==> config.mk <==
export PLATFORM = sky130hd
export DESIGN_NAME = adder_arbiter
export DESIGN_NICKNAME = d
export VERILOG_FILES = /design/src/rtl/adder_pkg.sv /design/src/rtl/adder.sv /design/src/rtl/adder_arbiter.sv
export SDC_FILE = /design/constraint.sdc
export NUM_CORES = 1
export LEC_CHECK = 0
export BUFFER_PORTS_ARGS = -buffer_cell sky130_fd_sc_hd__buf_2
export CORE_UTILIZATION = 51
export CTS_BUF_LIST = sky130_fd_sc_hd__clkbuf_8
export CTS_CLUSTER_SIZE = 12
export DETAILED_ROUTE_END_ITERATION = 8
export PLACE_DENSITY_LB_ADDON = 0.3
export SLEW_MARGIN = 30
export SYNTH_ARGS = -nofsm -noshare
export SYNTH_HDL_FRONTEND = slang
export SYNTH_HIERARCHICAL = 1
export SYNTH_SLANG_ARGS = --single-unit
==> constraint.sdc <==
create_clock -name clk -period 8.98 [get_ports clk]
set_clock_uncertainty 0.05 [all_clocks]
set_input_delay 1.347 -clock clk [delete_from_list [all_inputs] [get_ports clk]]
set_output_delay 1.347 -clock clk [all_outputs]
set_load 0.005 [all_outputs]
==> src/rtl/adder_pkg.sv <==
// Shared definitions for the adder arbiter: datapath width, FSM encoding and
// the debug view of the controller.
package adder_pkg;

  localparam int unsigned DATA_W = 16;

  typedef enum logic [1:0] {
    IDLE = 2'd0,
    EXEC = 2'd1,
    RESP = 2'd2
  } state_t;

  typedef struct packed {
    state_t state;
    logic   rr_ptr;
  } dbg_t;

endpackage

==> src/rtl/adder.sv <==
// Shared 16-bit combinational ripple-carry adder, no carry-in.
module adder
  import adder_pkg::*;
(
  input  logic [DATA_W-1:0] i_a,
  input  logic [DATA_W-1:0] i_b,
  output logic [DATA_W-1:0] o_sum,
  output logic              o_carry
);

  logic [DATA_W:0] w_c;

  assign w_c[0] = 1'b0;

  for (genvar i = 0; i < DATA_W; i++) begin : g_bit
    assign o_sum[i]   = i_a[i] ^ i_b[i] ^ w_c[i];
    assign w_c[i+1]   = (i_a[i] & i_b[i]) | (w_c[i] & (i_a[i] ^ i_b[i]));
  end

  assign o_carry = w_c[DATA_W];

endmodule

==> src/rtl/adder_arbiter.sv <==
// Round-robin arbiter time-sharing one adder between two requesters,
// one operation in flight: IDLE (grant) -> EXEC (add) -> RESP (hold result).
module adder_arbiter
  import adder_pkg::*;
(
  input  logic              clk,
  input  logic              rst,
  input  logic [1:0]        req_valid,
  output logic [1:0]        req_ready,
  input  logic [DATA_W-1:0] req_a0,
  input  logic [DATA_W-1:0] req_b0,
  input  logic [DATA_W-1:0] req_a1,
  input  logic [DATA_W-1:0] req_b1,
  output logic              resp_valid,
  input  logic              resp_ready,
  output logic              resp_id,
  output logic [DATA_W-1:0] resp_sum,
  output logic              resp_carry,
  output dbg_t              o_dbg
);

  // Handshakes: a transfer happens on a rising edge where valid and ready are
  // both high; a requester holds valid and operands until it sees ready.
  state_t            r_state;
  state_t            w_next;
  logic              r_rr_ptr;
  logic              r_id;
  logic [DATA_W-1:0] r_a;
  logic [DATA_W-1:0] r_b;
  logic [DATA_W-1:0] r_sum;
  logic              r_carry;
  logic              r_resp_valid;

  logic              w_grant_id;
  logic [1:0]        w_req_ready;
  logic              w_accept;
  logic [DATA_W-1:0] w_sum;
  logic              w_carry;

  always_comb begin
    w_grant_id  = 1'b0;
    w_req_ready = 2'b00;
    if (req_valid == 2'b11) begin
      w_grant_id = r_rr_ptr;
    end else if (req_valid[1]) begin
      w_grant_id = 1'b1;
    end
    if (!rst && (r_state == IDLE) && (req_valid != 2'b00)) begin
      w_req_ready = w_grant_id ? 2'b10 : 2'b01;
    end
  end

  assign w_accept = |(req_valid & w_req_ready);

  always_comb begin
    w_next = r_state;
    case (r_state)
      IDLE:    if (w_accept) w_next = EXEC;
      EXEC:    w_next = RESP;
      RESP:    if (resp_ready) w_next = IDLE;
      default: w_next = IDLE;
    endcase
  end

  // The adder only ever sees the latched operands, so port changes after
  // acceptance cannot disturb the in-flight result.
  adder u_adder (
    .i_a     (r_a),
    .i_b     (r_b),
    .o_sum   (w_sum),
    .o_carry (w_carry)
  );

  always_ff @(posedge clk) begin
    if (rst) begin
      r_state      <= IDLE;
      r_rr_ptr     <= 1'b0;
      r_id         <= 1'b0;
      r_a          <= '0;
      r_b          <= '0;
      r_sum        <= '0;
      r_carry      <= 1'b0;
      r_resp_valid <= 1'b0;
    end else begin
      r_state <= w_next;
      case (r_state)
        IDLE: begin
          if (w_accept) begin
            r_id <= w_grant_id;
            r_a  <= w_grant_id ? req_a1 : req_a0;
            r_b  <= w_grant_id ? req_b1 : req_b0;
          end
        end
        EXEC: begin
          r_sum        <= w_sum;
          r_carry      <= w_carry;
          r_resp_valid <= 1'b1;
        end
        RESP: begin
          if (resp_ready) begin
            r_resp_valid <= 1'b0;
            r_rr_ptr     <= ~r_id;
          end
        end
        default: ;
      endcase
    end
  end

  assign req_ready    = w_req_ready;
  assign resp_valid   = r_resp_valid;
  assign resp_id      = r_id;
  assign resp_sum     = r_sum;
  assign resp_carry   = r_carry;
  assign o_dbg.state  = r_state;
  assign o_dbg.rr_ptr = r_rr_ptr;

endmodule

# ---- Yosys cells after proc, flatten, opt, wreduce, memory -nomap -nowiden
# Index checks and enable logic that the tools add are counted.
dict set report totals {
  ff_bits 54
  inputBits 69
  out_inout_bits 24
}
dict set report op_classes {
  n_eq_ne 5
  muxes 11
  bitwise_logic 79
  reduce_logical 11
}
# op count
set op_table {}
lappend op_table {{$mux W16} 2}
lappend op_table {{$and A1 B1 Y1} 31}
lappend op_table {{$xor A1 B1 Y1} 31}
lappend op_table {{$or A1 B1 Y1} 15}
lappend op_table {{$mux W2} 4}
lappend op_table {{$reduce_and A2 Y1} 4}
lappend op_table {{$pmux W2 S3} 1}
lappend op_table {{$eq A2 B2 Y1 const B} 2}
lappend op_table {{$ne A2 B2 Y1 const B} 2}
lappend op_table {{$reduce_bool A2 Y1} 2}
lappend op_table {{$mux W1} 3}
lappend op_table {{$and A2 B2 Y2} 1}
lappend op_table {{$eq A2 B1 Y1 const B} 1}
lappend op_table {{$logic_and A1 B1 Y1} 2}
lappend op_table {{$logic_not A2 Y1} 1}
lappend op_table {{$pmux W1 S2} 1}
lappend op_table {{$reduce_or A2 Y1} 1}
lappend op_table {{$logic_not A1 Y1} 1}
lappend op_table {{$not A1 Y1} 1}

# ---- Longest topological paths before layout
# Gate-level depths: netlist (run 1).
dict set report logic_depth {
  word_depth 31
  mapped_depth 22
  ltp_nobuf 22
}

# ---- By module
# The synthesis (run 1) kept the hierarchy.
# module n_inst cells_per_inst area_each_um2 seq_area_each_um2
set modules_own_cells {}
lappend modules_own_cells {adder_arbiter 1 246 2168.3 1081.0}
lappend modules_own_cells {adder 1 26 350.3 0.0}

# ---- Worst setup path after synthesis (run 1)
# No wires, ideal clock.
dict set report synth_timing {
  path_kind {register to register}
  startpoint {register r_a[0]}
  endpoint {register r_sum[15], in the netlist resp_sum[15]}
  t_arrival_ns 6.270
  required_ns 8.860
  slack_ns 2.590
  stages_incl_launch_ff 23
  n_path_buf 0
  cell_sequence {dfxtp_1 -> ha_1 -> inv_1 -> fa_1 -> inv_1 -> fa_1 -> fa_1 -> fa_1 -> fa_1 -> fa_1 -> fa_1 -> fa_1 -> fa_1 -> fa_1 -> fa_1 -> fa_1 -> fa_1 -> fa_1 -> inv_1 -> fa_1 -> inv_1 -> nand2_1 -> a21oi_1}
}
dict set report synth_between {
  elab_chain_len 30
}
# item line_no
set synth_lines {}
lappend synth_lines {{start, declared} adder_arbiter.sv:28} ;# logic [DATA_W-1:0] r_a;
lappend synth_lines {{start signal, assigned} adder_arbiter.sv:90} ;# r_a <= w_grant_id ? req_a1 : req_a0;
lappend synth_lines {{$and A1 B1 Y1 (2 in a row)} adder.sv:17} ;# assign w_c[i+1] = (i_a[i] & i_b[i]) | (w_c[i] & (i_a[i] ^ i_b[i]));
lappend synth_lines {{$or A1 B1 Y1} adder.sv:17}
lappend synth_lines {{$and A1 B1 Y1} adder.sv:17}
lappend synth_lines {{$or A1 B1 Y1} adder.sv:17}
lappend synth_lines {{$and A1 B1 Y1} adder.sv:17}
lappend synth_lines {{$or A1 B1 Y1} adder.sv:17}
lappend synth_lines {{$and A1 B1 Y1} adder.sv:17}
lappend synth_lines {{$or A1 B1 Y1} adder.sv:17}
lappend synth_lines {{[... 14 more ...]} n/a}
lappend synth_lines {{$and A1 B1 Y1} adder.sv:17}
lappend synth_lines {{$or A1 B1 Y1} adder.sv:17}
lappend synth_lines {{$and A1 B1 Y1} adder.sv:17}
lappend synth_lines {{$or A1 B1 Y1} adder.sv:17}
lappend synth_lines {{$and A1 B1 Y1} adder.sv:17}
lappend synth_lines {{$or A1 B1 Y1} adder.sv:17}
lappend synth_lines {{$xor A1 B1 Y1} adder.sv:16} ;# assign o_sum[i] = i_a[i] ^ i_b[i] ^ w_c[i];
lappend synth_lines {{via w_sum[15]} adder_arbiter.sv:37} ;# logic [DATA_W-1:0] w_sum;
lappend synth_lines {{end signal, assigned} adder_arbiter.sv:95} ;# r_sum <= w_sum;
lappend synth_lines {{end, declared} adder_arbiter.sv:30} ;# logic [DATA_W-1:0] r_sum;
# The timed path passes the listed nets, and every way through them passes these cells.
# A chain may end at the register's enable or synchronous reset.

# ---- Final worst setup path (run 1)
# Ends and elaborated chain as after synthesis.

==> results of run 1 <==
==> flip-flops by register name, summed over array words and instances, names as in the netlist <==
name and flops:
resp_sum 16, r_rr_ptr 1, r_b 16, resp_id 1, resp_carry 1, r_state 2
r_a 16, resp_valid 1
==> metal layers <==
metal	vias to the layer above	global-route usage	routed length (um)
li1	1098	-	-
met1	1010	0.348	2860
met2	68	0.388	2750
met3	7	0.0458	254
met4	0	0.0871	95
met5	-	0	0
==> cell type report <==
class	instances	area, um2
Sequential cell	54	1080
Clock buffer	5	68.8
Tap cell	67	83.8
Fill cell	425	1670
Timing Repair Buffer	96	490
Clock inverter	3	17.5
Multi-Input combinational cell	181	1260
Inverter	12	45.0
==> kinds of logic (layout without fill, tap and decap cells) <==
logic type / count (synthesis) / in the layout / synth area share
compound gates: 54 / 54 / 0.179
fa+ha+maj: 16 / 16 / 0.124
buf+inv: 37 / 116 / 0.0700
flops: 54 / 54 / 0.429
mux: 1 / 1 / 0.00397
simple gates: 110 / 110 / 0.193
==> Yosys cell counts, types with 2 or more instances <==
cell type  instances  area (um2)
a221o_1           32         320
buf_6              4        45.0
clkbuf_1          16        60.1
nor2b_1            2        12.5
buf_2              3        15.0
dfxtp_1           54        1080
nor2_1             3        11.3
nor3_1            32         160
inv_1             12        45.0
fa_1              15         300
a21oi_1           18        90.1
nand2_1           66         248
==> layout by cell type, fill, tap and decap left out, types with 3 or more instances in the layout <==
| master | synthesis | routed |
|---|---|---|
| buf_2 | 3 | 92 |
| nand2_1 | 66 | 66 |
| dfxtp_1 | 54 | 54 |
| nor3_1 | 32 | 32 |
| a221o_1 | 32 | 32 |
| a21oi_1 | 18 | 18 |
| fa_1 | 15 | 15 |
| inv_1 | 12 | 13 |
| clkbuf_8 | 0 | 5 |
| buf_4 | 1 | 4 |
| nor2_1 | 3 | 3 |
==> power by group through the flow <==
stage | Clock (mW) | Sequential [mW] | Combinational [mW]
after CTS | 0.136 | 0.280 | 0.100
after floorplan | 0 | 0.281 | 0.0642
final | 0.131 | 0.279 | 0.100
after global routing | 0.141 | 0.282 | 0.113
after detailed placement | 0 | 0.285 | 0.0996
after global placement | 0 | 0.284 | 0.0977
==> worst register-to-register path, cell delays in order, from the launching register on <==
cell	delay [ns]
dfxtp_1	0.33
ha_1	0.19
inv_1	0.06
fa_1	0.16
inv_1	0.05
fa_1	0.40
fa_1	0.40
fa_1	0.39
fa_1	0.41
fa_1	0.41
fa_1	0.40
fa_1	0.39
fa_1	0.40
fa_1	0.40
fa_1	0.40
fa_1	0.39
fa_1	0.40
fa_1	0.37
inv_1	0.08
fa_1	0.41
inv_1	0.08
nand2_1	0.06
a21oi_1	0.14
==> through the flow <==
step	util	power (mW)
2_1_floorplan	-	0.345
3_5_place_dp	0.628	0.385
5_1_grt	0.646	0.537
4_1_cts	0.646	0.516
3_3_place_gp	0.628	0.382
6_report	0.646	0.510
==> worst max-delay path by stage <==
stage	from	to	slack (ns)	depth (start not counted)
floorplan	r_a[0]	resp_sum[15]	2.59	22
global placement	r_a[0]	resp_sum[15]	2.40	22
detailed placement	r_a[0]	resp_sum[15]	2.19	22
CTS	r_a[0]	resp_sum[15]	2.18	22
global route	r_a[0]	resp_sum[15]	1.93	22
finish	r_a[0]	resp_sum[15]	2.17	22
==> out/results.tsv, run 1 <==
stage	metric	value	unit
timing	period_share	0.759	
layout	final_layout_size_suffix_gt1_frac	0.308	
place	dp.cells	410	
floorplan	fp-row-count	25	
timing	setup_slack	2.17	ns
yosys	syn_area_per_cell	9.26	um2
grt	gr-usage-all-layers	0.249	
pwr	combPwrFrac	0.197	
setup_path	rr_worst_depth	22	
timing	drv_slew	0	
pwr	seqPwrFrac	0.548	
timing	tightest_slew	0.681	ns
yosys	synth_async_sr_flop_share	0	
cts	insertion_delay	0.31	ns
yosys	yosys_warnings	6	
cts	cts_made_buffers	5	
timing	holdWs	0.407	ns
setup_path	timing.rr.end	resp_sum[15]	
setup_path	crit_family	adder cells	
setup_path	worst-path-max-fanout	2	
timing	setup_tns	0	ns
setup_path	crit_type	reg2reg	
outcome	outcome	finished, final reports clean	
yosys	syn_area	2520	um2
pwr	intPower	0.362	mW
floorplan	initial_core_util	0.533	
setup_path	cp.required	9.17	ns
hold_path	min_to	resp_sum[6]	
yosys	syn_inst	272	
place	placed_area	2960	um2
setup_path	start_kind	flip-flop	
setup_path	path_common_cell	fa_1	
cts	clock_sinks	54	
pwr	pwr_density_cell	167	nW/um2
setup_path	reg2reg_from	r_a[0]	
run	maxCapViolations	0	
pwr	max-vdd-ir-drop	0.0820	mV
yosys	yosysSeqAreaShare	0.429	
timing	setup_viol	0	
setup_path	cpPeakStageDelay	0.41	ns
place	place_worst_setup_slack	2.19	ns
layout	finish.net_count	435	
timing	final.min_clock_period	6.81	ns
hold_path	worstHoldStart	resp_sum[6]	
place	routabilityCongestion	0.804	
pwr	swShare	0.290	
cts	post_cts_buffers	0	
setup_path	regToRegSetupSlack	2.17	ns
timing	rsz0062_at_grt	false	
floorplan	coreArea	4720	um2
cts	cts_max_level	2	
grt	antenna_found_initial	0	
setup_path	arrival	7.01	ns
yosys	synth-main-ff-cell	dfxtp_1	
pwr	power.leakage	1.42	nW
timing	hold_violations	0	
timing	fmaxAchievable	147	MHz
setup_path	crit_chain	ha_1, inv_1, fa_1, inv_1, fa_1, fa_1, fa_1, fa_1, fa_1, fa_1, fa_1, fa_1, fa_1, fa_1, fa_1, fa_1, fa_1, inv_1, fa_1, inv_1, nand2_1, a21oi_1	
floorplan	die_area	5220	um2
drt	num_vias	2183	
yosys	syn_nets	357	
drt	drt_iter0_markers	101	
floorplan	die-height	72.3	um
cts	clockBufferDepth	2	
layout	synthToLayoutAreaGrowth	21.1	%
drt	first_pass_iters	4	
cts	cts_tree	yes	
grt	grt_overflow	0	
setup_path	crit_buf_inv	4	
layout	diodes	0	
hold_path	worst_hold_path_type	reg2reg	
cts	clkSlewWorstSetupHoldPaths	0.09	ns
place	portBuffers	92	
timing	slew_headroom	0.546	
grt	grt_pass1_vias	2133	
place	hpwl	4.34	mm
drt	post_drt_via_cell_ratio	5.22	
setup_path	end_kind	flip-flop	
drt	drc_errors	0	
pwr	pwr-share-clk	0.256	
drt	drtAntennaViolNets	0	
layout	fin_area	3050	um2
cts	cts.repair.resized	0	
pwr	switchingPower	0.148	mW
yosys	synth-edff-count	0	
setup_path	slowest_stage	fa_1	
drt	wl_per_cell	14.2	um
floorplan	die_w	72.3	um
grt	grt_max_degree	36	
yosys	synth_cell_types	27	
layout	layout.cells.non_filler	418	
floorplan	boundaryPins	93	
grt	grt_pass1_wl	9.99	mm
hold_path	whs_path_depth	2	
yosys	synth-seq-cells	54	
cts	hold_buffers	0	
cts	root_buffer	clkbuf_8	
drt	drt-total-wl	5.96	mm
Power figures use the tool's default switching activity.
==> run 2, diff against run 1 <==
==> constraint.sdc (replaced) <==
create_clock -name clk -period 6.68 [get_ports clk]
set_clock_uncertainty 0.05 [all_clocks]
set_input_delay 1.002 -clock clk [delete_from_list [all_inputs] [get_ports clk]]
set_output_delay 1.002 -clock clk [all_outputs]
set_load 0.005 [all_outputs]
==> out/results.tsv, run 2 (synthesized netlist as in run 1, its figures left out) <==
stage	metric	value	unit	change
timing	holdWs	0.405	ns	-0.00192 ns
timing	rsz0062_at_grt	false		
drt	drtAntennaViolNets	0		unchanged
setup_path	worst-path-max-fanout	2		unchanged
layout	finish.net_count	435		unchanged
timing	slew_headroom	0.561		+0.0149
timing	setup_tns	0	ns	unchanged
cts	clock_sinks	54		unchanged
setup_path	crit_type	reg2reg		
setup_path	path_common_cell	fa_1		
setup_path	cpPeakStageDelay	0.41	ns	about the same
setup_path	cp.required	6.86	ns	-2.31 ns
layout	synthToLayoutAreaGrowth	21.4	%	
grt	grt_pass1_wl	9.58	mm	-4.1%
setup_path	arrival	6.64	ns	-0.37 ns
layout	final_cell_mix	buf_2, nand2_1, dfxtp_1		
hold_path	worst_hold_path_type	reg2reg		
pwr	power.leakage	1.40	nW	-1.2%
cts	clockBufferDepth	2		unchanged
layout	diodes	0		unchanged
floorplan	die_area	5220	um2	unchanged
layout	fillers	394		-7.3%
drt	wl_per_cell	14.1	um	-1.3%
pwr	combPwrFrac	0.200		+0.003
grt	gr-usage-all-layers	0.238		-0.0104
timing	drv_slew	0		unchanged
drt	first_pass_iters	4		unchanged
floorplan	initial_core_util	0.533		unchanged
setup_path	start_kind	flip-flop		
place	routabilityCongestion	0.803		-0.14%
grt	antenna_found_initial	0		unchanged
place	placed_area	2960	um2	unchanged
cts	clkSlewWorstSetupHoldPaths	0.09	ns	about the same
layout	final_layout_size_suffix_gt1_frac	0.323		+0.0152
timing	tightest_slew	0.659	ns	-0.0223 ns
cts	cts_made_buffers	5		unchanged
setup_path	crit_family	adder cells		
drt	drt_iter0_markers	117		+16%
floorplan	fp-row-count	25		unchanged
floorplan	die-height	72.3	um	unchanged
timing	hold_violations	0		unchanged
pwr	pwr_density_cell	221	nW/um2	+32%
setup_path	crit_buf_inv	4		unchanged
outcome	outcome	finished, final reports clean		
floorplan	boundaryPins	93		unchanged
pwr	intPower	0.485	mW	+34%
drt	post_drt_via_cell_ratio	5.33		+2.0%
drt	drt-total-wl	5.86	mm	-1.5%
layout	multi_input_comb_area	1280	um2	+1.4%
grt	grt_max_degree	36		unchanged
timing	period_share	0.967		+0.208
floorplan	die_w	72.3	um	unchanged
drt	num_vias	2222		+1.8%
cts	hold_buffers	0		unchanged
drt	drc_errors	0		unchanged
place	portBuffers	92		unchanged
grt	grt_overflow	0		unchanged
setup_path	slowest_stage	fa_1		
setup_path	end_kind	flip-flop		
layout	final_common_cell	buf_2		
pwr	swShare	0.283		-0.00708
layout	seq_area	1080	um2	unchanged
setup_path	crit_chain	ha_1, inv_1, fa_1, inv_1, fa_2, fa_1, fa_2, fa_2, fa_2, fa_1, fa_1, fa_2, fa_1, fa_2, fa_1, fa_2, fa_1, inv_1, fa_1, inv_1, nand2_1, a21oi_1		
cts	root_buffer	clkbuf_8		
layout	fin_area	3060	um2	+0.25%
cts	cts_tree	yes		
pwr	pwr-share-clk	0.242		-0.014
floorplan	coreArea	4720	um2	unchanged
cts	cts_max_level	2		unchanged
place	hpwl	4.33	mm	-0.20%
timing	fmaxAchievable	155	MHz	+5.5%
cts	insertion_delay	0.30	ns	about the same
timing	setup_viol	0		unchanged
run	maxCapViolations	0		unchanged
pwr	switchingPower	0.191	mW	+29%
pwr	seqPwrFrac	0.558		+0.010
grt	grt_pass1_vias	2059		-3.5%
timing	final.min_clock_period	6.46	ns	-0.356 ns
pwr	max-vdd-ir-drop	0.108	mV	+32%
run 2: metal layers:
| layer | vias to the layer above | share of wire | routed length (um) | track usage |
|---|---|---|---|---|
| met5 | - | 0 | 0 | 0 |
| met4 | 0 | 0.016 | 95 | 0.0763 |
| met3 | 8 | 0.064 | 376 | 0.0514 |
| met2 | 90 | 0.46 | 2720 | 0.371 |
| met1 | 1018 | 0.46 | 2670 | 0.333 |
| li1 | 1106 | - | - | - |
run 2: final cells by class:
class,instances,area share
Clock buffer,5,0.0225
Clock inverter,2,0.00245
Inverter,12,0.0147
Multi-Input combinational cell,181,0.419
Sequential cell,54,0.354
Tap cell,67,0.0274
Timing Repair Buffer,96,0.160
run 2: final timing paths:
kind                             startpoint           end  slack (ns)  cells past startpoint
worst max register to register       r_a[0]  resp_sum[15]        0.22                     22
worst max-delay path                 r_a[0]  resp_sum[15]        0.22                     22
worst min-delay path            resp_sum[6]   resp_sum[6]        0.40                      2
worst min register to register  resp_sum[6]   resp_sum[6]        0.40                      2
run 2: power groups by stage:
| stage | Clock (mW) | Combinational, mW | Sequential (mW) |
|---|---|---|---|
| after floorplan | 0 | 0.0863 | 0.378 |
| after global placement | 0 | 0.131 | 0.382 |
| after detailed placement | 0 | 0.134 | 0.384 |
| after CTS | 0.166 | 0.135 | 0.377 |
| after global routing | 0.179 | 0.152 | 0.380 |
| final | 0.164 | 0.135 | 0.377 |
run 2: worst reg2reg max path, delay by kind of cell (launching register included):
kind | cells | cell delay (ns)
flops | 1 | 0.33
fa+ha+maj | 16 | 5.53
buf+inv | 4 | 0.27
simple gates | 1 | 0.05
compound gates | 1 | 0.13
run 2: through the flow:
| stage | power (mW) | setup slack [ns] | util | instances |
|---|---|---|---|---|
| after floorplan | 0.464 | 0.290 | - | 272 |
| after global placement | 0.514 | 0.0971 | 0.628 | 410 |
| after detailed placement | 0.518 | -0.0545 | 0.628 | 410 |
| after CTS | 0.677 | 0.0217 | 0.645 | 417 |
| after global routing | 0.711 | 0.0539 | 0.647 | 417 |
| final | 0.676 | 0.222 | 0.647 | 417 |
run 2: repair_timing:
item | in CTS | in global routing
buffers inserted | 0 | 0
pin swaps | 0 | 0
setup endpoints to repair | 1 | 1
gates resized for setup | 2 | 5
==> run 3, diff against run 2 <==
--- a/config.mk
+++ b/config.mk
@@ -10,7 +10,7 @@
 export CTS_BUF_LIST = sky130_fd_sc_hd__clkbuf_8
 export CTS_CLUSTER_SIZE = 12
 export DETAILED_ROUTE_END_ITERATION = 8
-export PLACE_DENSITY_LB_ADDON = 0.3
+export PLACE_DENSITY = 0.82
 export SLEW_MARGIN = 30
 export SYNTH_ARGS = -nofsm -noshare
 export SYNTH_HDL_FRONTEND = slang
==> out/results.tsv, run 3 (synthesized netlist as in run 1, its figures left out) <==
stage	metric	value	unit	change
setup_path	slowest_stage	fa_1		
cts	cts_max_level	2		unchanged
cts	root_buffer	clkbuf_8		
place	hpwl	4.49	mm	+3.8%
layout	fillers	400		+1.5%
grt	grt_pass1_vias	2154		+4.6%
setup_path	crit_type	reg2reg		
drt	num_vias	2228		+0.27%
floorplan	initial_core_util	0.533		unchanged
floorplan	boundaryPins	93		unchanged
drt	first_pass_iters	4		unchanged
floorplan	die_w	72.3	um	unchanged
layout	diodes	0		unchanged
place	portBuffers	92		unchanged
timing	tightest_slew	0.657	ns	-0.00152 ns
drt	wl_per_cell	14.6	um	+4.0%
setup_path	crit_chain	ha_1, inv_1, fa_1, inv_1, fa_1, fa_2, fa_2, fa_2, fa_1, fa_1, fa_1, fa_2, fa_2, fa_2, fa_2, fa_1, fa_1, inv_1, fa_1, inv_1, nand2_1, a21oi_2		
setup_path	path_common_cell	fa_1		
pwr	power.leakage	1.41	nW	+1.0%
floorplan	coreArea	4720	um2	unchanged
grt	grt_pass1_wl	9.96	mm	+4.0%
hold_path	worst_hold_path_type	reg2reg		
setup_path	worst-path-max-fanout	2		unchanged
layout	final_layout_size_suffix_gt1_frac	0.328		+0.00478
layout	final_cell_mix	buf_2, nand2_1, dfxtp_1		
drt	drt_iter0_markers	177		+51%
timing	final.min_clock_period	6.45	ns	-0.0101 ns
pwr	p_total	0.723	mW	+7.0%
timing	hold_violations	0		unchanged
setup_path	cp.required	6.87	ns	about the same
setup_path	end_kind	flip-flop		
cts	cts_made_buffers	5		unchanged
timing	period_share	0.965		-0.00151
timing	slew_headroom	0.562		+0.00102
place	routabilityCongestion	0.837		+4.2%
cts	clkSlewWorstSetupHoldPaths	0.09	ns	about the same
cts	clockBufferDepth	2		unchanged
layout	synthToLayoutAreaGrowth	22.8	%	
setup_path	arrival	6.64	ns	about the same
outcome	outcome	finished, final reports clean		
floorplan	die-height	72.3	um	unchanged
cts	cts_tree	yes		
setup_path	cpPeakStageDelay	0.40	ns	about the same
place	placed_area	2960	um2	unchanged
layout	layout.cells.non_filler	418		+0.24%
grt	grt_max_degree	36		unchanged
cts	insertion_delay	0.30	ns	about the same
timing	rsz0062_at_grt	false		
layout	final_common_cell	buf_2		
timing	drv_slew	0		unchanged
grt	gr-usage-all-layers	0.249		+0.0101
timing	holdWs	0.404	ns	-0.000736 ns
timing	fmaxAchievable	155	MHz	+0.16%
pwr	pwr_density_cell	234	nW/um2	+5.8%
place	place_worst_setup_slack	-0.0200	ns	+0.0345 ns
place	dp.cells	410		unchanged
grt	antenna_found_initial	0		unchanged
floorplan	die_area	5220	um2	unchanged
pwr	max-vdd-ir-drop	0.126	mV	+16%
drt	post_drt_via_cell_ratio	5.33		about the same
drt	drtAntennaViolNets	0		unchanged
floorplan	fp-row-count	25		unchanged
layout	fin_area	3090	um2	+1.1%
timing	setup_viol	0		unchanged
run	maxCapViolations	0		unchanged
grt	grt_overflow	0		unchanged
layout	finish.net_count	435		unchanged
cts	clock_sinks	54		unchanged
drt	drt-total-wl	6.12	mm	+4.3%
setup_path	start_kind	flip-flop		
timing	setup_slack	0.232	ns	+0.0101 ns
drt	drc_errors	0		unchanged
==> run 3: changes by cell type in the layout (fill, tap and decap cells not counted) <==
cell and delta:
a21oi_2 +1, bufinv_16 +1, a21oi_1 -1
==> run 3: metal layers <==
layer,track usage,share of wire,wire length [um],up-vias
met5,0,0,0,-
met4,0.0654,0.014,83,0
met3,0.0472,0.067,411,8
met2,0.403,0.48,2950,96
met1,0.343,0.44,2670,1022
li1,-,-,-,1102
==> run 3: report_power, final <==
part / total (mW) / internal (mW) / switching [mW]
clock network: 0.209 / 0.109 / 0.100
logic: 0.138 / 0.0643 / 0.0732
registers: 0.376 / 0.352 / 0.0247
total: 0.723 / 0.525 / 0.198
==> run 3: worst paths after layout <==
check                    from           end  slack (ns)  cells past startpoint
setup / recovery       r_a[0]  resp_sum[15]        0.23                     22
hold / removal    resp_sum[3]   resp_sum[3]        0.40                      2
setup reg to reg       r_a[0]  resp_sum[15]        0.23                     22
hold reg to reg   resp_sum[3]   resp_sum[3]        0.40                      2
==> run 3: per-stage QoR <==
step,utilization,TNS [ns]
floorplan,-,0
global placement,0.628,0
detailed placement,0.628,-0.0200
CTS,0.651,0
global route,0.655,0
finish,0.655,0
==> run 3: final cells by class <==
cell class              instances  area, um2  area share
clock buffers                   5       68.8      0.0223
well taps                      67       83.8      0.0271
repair buffers                 96        490       0.159
flip-flops and latches         54       1080       0.350
clock inverters                 3       37.5      0.0121
multi-input cells             181       1280       0.416
inverters                      12       45.0      0.0146
==> run 3: repair_timing <==
action,4_1_cts,5_1_grt
resized for setup,1,7
setup endpoints to repair,1,1
hold buffers,0,0
setup buffers,0,0
==> run 3: worst max-delay path, delay by kind of cell, from the launching register on <==
kind                       cells  cell delay [ns]
buffers and inverters          4             0.27
and+or+nand+nor                1             0.06
AOI/OAI and AO/OA              1             0.15
DFF                            1             0.33
adders and majority gates     16             5.51
